### src/rtl/map_recovery_ctrl.sv
// Commit filter between the ROB retire port and the AMT, plus the mispredict
// recovery sequencer that copies committed AMT mappings into the speculative RAT.
module map_recovery_ctrl #(
   parameter int ARCH_REGS    = 64,
   parameter int PHYS_REGS    = 128,
   parameter int COMMIT_WIDTH = 2,
   parameter int COPY_WIDTH   = 8,
   parameter int ZERO_REG_EN  = 1
) (
   input  logic                                                clock,
   input  logic                                                reset,
   input  logic [COMMIT_WIDTH-1:0]                             rob_commit_valid_i,
   input  logic [COMMIT_WIDTH-1:0][$clog2(ARCH_REGS)-1:0]      rob_commit_arch_i,
   input  logic [COMMIT_WIDTH-1:0][$clog2(PHYS_REGS)-1:0]      rob_commit_phys_i,
   input  logic                                                mispredict_i,
   input  logic [ARCH_REGS-1:0][$clog2(PHYS_REGS)-1:0]         amt_snapshot_i,
   output logic [COMMIT_WIDTH-1:0]                             amt_commit_valid_o,
   output logic [COMMIT_WIDTH-1:0][$clog2(ARCH_REGS)-1:0]      amt_commit_arch_o,
   output logic [COMMIT_WIDTH-1:0][$clog2(PHYS_REGS)-1:0]      amt_commit_phys_o,
   output logic [COPY_WIDTH-1:0]                               rat_wr_valid_o,
   output logic [COPY_WIDTH-1:0][$clog2(ARCH_REGS)-1:0]        rat_wr_idx_o,
   output logic [COPY_WIDTH-1:0][$clog2(PHYS_REGS)-1:0]        rat_wr_phys_o,
   output logic                                                flush_o,
   output logic                                                commit_stall_o,
   output logic                                                busy_o,
   output logic                                                done_o
);

   localparam int AW       = $clog2(ARCH_REGS);
   localparam int N_CHUNKS = (ARCH_REGS + COPY_WIDTH - 1) / COPY_WIDTH;
   localparam int CNTW     = $clog2(N_CHUNKS) + 1;
   localparam int IDXW     = $clog2(N_CHUNKS * COPY_WIDTH + 1);
   localparam logic [CNTW-1:0] LAST_CHUNK = CNTW'(N_CHUNKS - 1);

   typedef enum logic [1:0] {IDLE, FLUSH, COPY, DONE} state_t;

   state_t                  r_state;
   state_t                  w_state_next;
   logic [CNTW-1:0]         r_cnt;
   logic [CNTW-1:0]         w_cnt_next;
   logic [COMMIT_WIDTH-1:0] w_keep;

   always_ff @(posedge clock or posedge reset) begin
      if (reset) begin
         r_state <= IDLE;
         r_cnt   <= '0;
      end else begin
         r_state <= w_state_next;
         r_cnt   <= w_cnt_next;
      end
   end

   // mispredict_i is only looked at in IDLE, so it cannot restart or extend recovery
   always_comb begin
      w_state_next = r_state;
      w_cnt_next   = r_cnt;
      case (r_state)
         IDLE:    if (mispredict_i) w_state_next = FLUSH;
         FLUSH: begin
            w_cnt_next   = '0;
            w_state_next = COPY;
         end
         COPY: begin
            w_cnt_next = r_cnt + CNTW'(1);
            if (r_cnt == LAST_CHUNK) w_state_next = DONE;
         end
         DONE:    w_state_next = IDLE;
         default: w_state_next = IDLE;
      endcase
   end

   // A slot survives only if no younger valid slot in the group writes the same register
   for (genvar gi = 0; gi < COMMIT_WIDTH; gi++) begin : g_filter
      logic w_overwritten;
      logic w_zero_drop;

      always_comb begin
         w_overwritten = 1'b0;
         for (int j = gi + 1; j < COMMIT_WIDTH; j++) begin
            if (rob_commit_valid_i[j] && (rob_commit_arch_i[j] == rob_commit_arch_i[gi]))
               w_overwritten = 1'b1;
         end
      end

      assign w_zero_drop = (ZERO_REG_EN != 0) && (rob_commit_arch_i[gi] == '0);
      assign w_keep[gi]  = rob_commit_valid_i[gi] && !w_overwritten && !w_zero_drop;
   end

   assign amt_commit_valid_o = (!reset && (r_state == IDLE)) ? w_keep : '0;
   assign amt_commit_arch_o  = reset ? '0 : rob_commit_arch_i;
   assign amt_commit_phys_o  = reset ? '0 : rob_commit_phys_i;

   // Lanes past the last architectural register in the final chunk are masked and zeroed
   for (genvar gi = 0; gi < COPY_WIDTH; gi++) begin : g_lane
      logic [IDXW-1:0] w_idx;
      logic            w_in_range;

      assign w_idx      = IDXW'(r_cnt) * IDXW'(COPY_WIDTH) + IDXW'(gi);
      assign w_in_range = (r_state == COPY) && (w_idx < IDXW'(ARCH_REGS));

      assign rat_wr_valid_o[gi] = w_in_range;
      assign rat_wr_idx_o[gi]   = w_in_range ? w_idx[AW-1:0] : '0;
      assign rat_wr_phys_o[gi]  = w_in_range ? amt_snapshot_i[w_idx[AW-1:0]] : '0;
   end

   assign flush_o        = (r_state == FLUSH);
   assign done_o         = (r_state == DONE);
   assign busy_o         = (r_state != IDLE);
   assign commit_stall_o = (r_state != IDLE);

endmodule

### config.mk
export PLATFORM = sky130hd
export DESIGN_NAME = map_recovery_ctrl
export DESIGN_NICKNAME = d
export VERILOG_FILES = /design/src/rtl/map_recovery_ctrl.sv
export SDC_FILE = /design/constraint.sdc
export NUM_CORES = 1
export LEC_CHECK = 0
export ABC_AREA = 1
export ABC_CLOCK_PERIOD_IN_PS = 4200
export CAP_MARGIN = 20
export CELL_PAD_IN_SITES_DETAIL_PLACEMENT = 0
export CELL_PAD_IN_SITES_GLOBAL_PLACEMENT = 1
export CORE_AREA = 2 2 245 247
export DETAILED_ROUTE_END_ITERATION = 8
export DIE_AREA = 0 0 247 249
export PLACE_DENSITY_LB_ADDON = 0.1
export SETUP_SLACK_MARGIN = 0.2
export SYNTH_ARGS = -nofsm -noshare
export SYNTH_HDL_FRONTEND = slang
export SYNTH_SLANG_ARGS = --single-unit
### constraint.sdc
create_clock -name clock -period 4.2 [get_ports clock]
set_clock_uncertainty 0.1 [all_clocks]
set_input_delay 0.63 -clock clock [delete_from_list [all_inputs] [get_ports clock]]
set_output_delay 0.63 -clock clock [all_outputs]
set_load 0.03 [all_outputs]
# --- Yosys cells after proc, flatten, opt, wreduce, memory -nomap -nowiden ---
# Index checks and enable logic that the tools add are counted.
classes:
  eq_ne: 7
  n_addsub: 8
  order_cmp: 16
  mux: 40
  n_reduce_logical: 23
ops:
  columns: ["op", "count"]
  rows:
  - ["$bmux W7 S6", 7]
  - ["$mux W7", 16]
  - ["$lt A6 B7 Y1 const B", 8]
  - ["$lt A7 B7 Y1 const B", 8]
  - ["$mux W6", 8]
  - ["$add A7 B3 Y7 const B", 4]
  - ["$bmux W7 S3", 1]
  - ["$add A7 B2 Y7 const B", 2]
  - ["$mux W14", 1]
  - ["$logic_and A1 B1 Y1", 13]
  - ["$logic_not A6 Y1", 2]
  - ["$mux W12", 1]
  - ["$pmux W2 S4", 1]
  - ["$pmux W4 S2", 1]
  - ["$add A7 B1 Y7 const B", 1]
  - ["$eq A6 B6 Y1", 1]
  - ["$mux W2", 3]
  - ["$add A4 B1 Y4 const B", 1]
  - ["$eq A2 B2 Y1 const B", 2]
  - ["$eq A4 B3 Y1 const B", 1]
  - ["$logic_not A1 Y1", 4]
  - ["$ne A2 B2 Y1 const B", 2]
  - ["$reduce_bool A2 Y1", 2]
  - ["$eq A2 B1 Y1 const B", 1]
  - ["other kinds (3)", 3]
totals:
  inputBits: 479
  out_inout_bits: 144
  register_bits: 6
  elab_cells: 96

# --- Longest topological paths before layout ---
logic_depth:
  ltp_word: 7
  mapped_depth: 9
  ltp_nobuf: 7

# --- Worst setup path after synthesis ---
# No wires, ideal clock.
synth_path:
  path_kind: "register to output"
  from: "reg r_state[0]"
  to: "out rat_wr_idx_o[10] (netlist bit)"
  arrival_time_ns: 1.771
  path_stages_with_launch: 6
  path_slack_ns: 1.699
  required_ns: 3.470
  n_path_buf: 1
  path_cell_list: "dfrtp_1 -> inv_1 -> ha_1 -> nand2_2 -> nor2_1 -> buf_4"
synth_rtl:
  columns: ["item", "line_no", "source"]
  rows:
  - ["from (decl)", "37", "state_t r_state;"]
  - ["from (signal assigned)", "48", "r_state <= w_state_next;"]
  - ["to (decl)", "21", "output logic [COPY_WIDTH-1:0][$clog2(ARCH_REGS)-1:0] rat_wr_idx_o,"]

==> results.cfg <==
[pwr]
power.leakage_uw = 0.00501
p_sw_share_pct = 59.9
p_sw_uw = 3070
irDropWorstVdd_mv = 0.282
powerDensity_mw_per_mm2 = 428
pwr-share-clk_pct = 3.2
comb_power_share_pct = 94.7
seqPwrFrac_pct = 2.1
intPower_uw = 2060

[sta]
slew_violations = 0
hold_ws_ps = 452
hold_violations = 0
rsz0062_at_grt = no
setup_viol_count_final = 0
setup-tns-final_ps = 0
period_minus_slack_ps = 3560
setup_ws_ps = 637
slew_headroom_pct = 51.2
fmax_mhz = 281
fin_crit_sh_pct = 84.8
worst_slew_pin_slew_ps = 732

[clocking]
cts_tree = yes
cts.sinks = 6
h-tree-depth = 1
cts_buffer_depth = 2
ctsResizeCount = 0
cts-buffers-inserted = 3
hold_buffers = 0
clock_latency_ps = 230
post_cts_buffers = 0
root_buffer = clkbuf_16
clk_pin_slew_ps = 30

[synthesis]
synth_top_cell_area_share_pct = 33.5
synth_cells = 1232
ys.flop_type = dfrtp_1
seq_area_frac_synth_pct = 2.73
synth-edff-count = 0
yosysMostFrequentCell = nor2_1
synthTopCellsByCount = 491 x nor2_1, 301 x nand2_1, 128 x o21ai_0, 102 x o21ai_1, 66 x buf_4
async_flop_share_pct = 100
post-synth-top-area-cell = nor2_1
ys_ff_latch = 6
synth_area_leaders = nor2_1 34%, nand2_1 21%, o21ai_0 12%, o21ai_1 9.3%, buf_4 9.0%
ys_warn_count = 0
synth_area_per_cell_um2 = 4.46
synthesis.area_mm2 = 0.00550
ys_types = 20

[status]
status = completed

[hold_path]
hold_start = r_state[1]
hp-class = flip-flop to flip-flop
min_to = r_state[1]
min_delay_path_depth = 2

[detailed_routing]
detail_route.vias_per_cell = 3.64
initialDrtViolationCount = 329
first_pass_iters = 6
wirelength_um = 45100
drtAntennaViolNets = 0
vias = 9115
drc_errors = 0
routedWlPerCell_um = 18.0

[grt]
met3_usage_pct = 3.40
top_usage_layer = met2
overflow = 0
antenna_found_initial = 2
grt_pass1_vias = 9277
grt_util_all_layers_pct = 13.9
use_met2_pct = 27.2
grtUsageMet1_pct = 15.4
grt_start_max_net_pins = 138
grt_pass1_wl_um = 64300

[cells_and_area]
insertedDiodeCount = 0
drive_above_1_share_pct = 1.79
fin_util_pct = 20.4
finalInstanceArea_mm2 = 0.0120
fin_nets = 2214
syn_to_final_growth_pct = 118
fill_cells = 6828

[worst_setup_path]
path_class = flip-flop to primary output
ff2ff_setup_slack_ps = 2310
critPathRequiredTime_ps = 3470
cp-end-kind = primary output
r2r-start = r_cnt[1]
cp_data_arrival_time_ps = 2830
reg2reg_to = r_state[0]
reg2reg_depth = 7
start_kind = flip-flop
crit_fanout = 34

[die]
std_cell_rows = 89
die_h_um = 249
boundaryPins = 623
die_area_mm2 = 0.0615
die_x_um = 247
initial_utilization_pct = 9.37
core_area_mm2 = 0.0587

[place]
place_congestion = 0.820
placed_area_mm2 = 0.0119
io_buffers = 610
dp_hpwl_um = 35500
place_ws_ps = 866

[flow_run]
drv_cap = 0
critical path, cell delays in order, from the launching register on:
cell and delay [ps]:
dfrtp_1 400, inv_1 110, ha_1 310, nand2_2 190, nor2_4 120, buf_4 470, nand2_1 180, nand2_1 110
clkdlybuf4s50_1 680
per-layer routing:
layer	vias to the layer above	wire length (um)
li1	4743	-
met1	4054	17400
met2	304	24000
met3	10	3570
met4	4	104
met5	-	22
power groups by stage:
stage,logic [uW],registers [uW],clock network [uW]
after floorplan,3140,90.6,0
after global placement,5040,110,0
after detailed placement,4990,110,0
after CTS,5010,110,166
after global routing,5390,113,170
final,4860,109,164
flip-flops by register name, indices dropped and copies added, names as in the netlist:
register,flops
r_state,2
r_cnt,4
cells in the final DEF, fill, tap and decap left out:
cell,n
o21ai_1,102
buf_12,8
clkdlybuf4s50_1,604
nor2_4,2
dfrtp_1,4
o22ai_1,1
clkbuf_1,1
clkbuf_16,3
inv_4,1
inv_1,37
conb_1,12
buf_4,13
nand3_1,7
nor2_1,490
o21ai_0,128
nand2_2,1
nand2_1,301
ha_1,6
inv_6,1
dfrtp_4,2
nand4_1,2
a21oi_1,2
stage by stage:
stage	total power (uW)	cells
detailed placement	5100	2497
floorplan	3230	1243
global route	5680	2501
finish	5130	2501
global placement	5150	2497
CTS	5290	2501
how the worst max path moves through the flow:
| stage | start | endpoint | slack (ps) |
|---|---|---|---|
| finish | r_state[0] | rat_wr_phys_o[3] | 640 |
| global route | r_cnt[0] | rat_wr_phys_o[12] | 420 |
| CTS | r_state[0] | rat_wr_phys_o[23] | 610 |
| detailed placement | r_state[0] | rat_wr_phys_o[23] | 870 |
| global placement | r_cnt[0] | rat_wr_phys_o[16] | 900 |
| floorplan | r_state[0] | rat_wr_idx_o[10] | 1700 |
cells by family after synthesis:
group / synth area share [%]
AND/OR/NAND/NOR: 55.2
adder cells (fa/ha/maj): 1.37
other: 0.0682
buffers and inverters: 19.5
flip-flops: 2.73
AO/OA/AOI/OAI: 21.2
area by class of cell:
class,count,area [um^2],area share (%)
clock buffers,4,78.8,0.657
inverters,39,154,1.28
multi-input cells,1054,4330,36.1
flip-flops and latches,6,158,1.31
well taps,773,967,8.06
repair buffers,625,6300,52.6
Power figures use the tool's default switching activity.
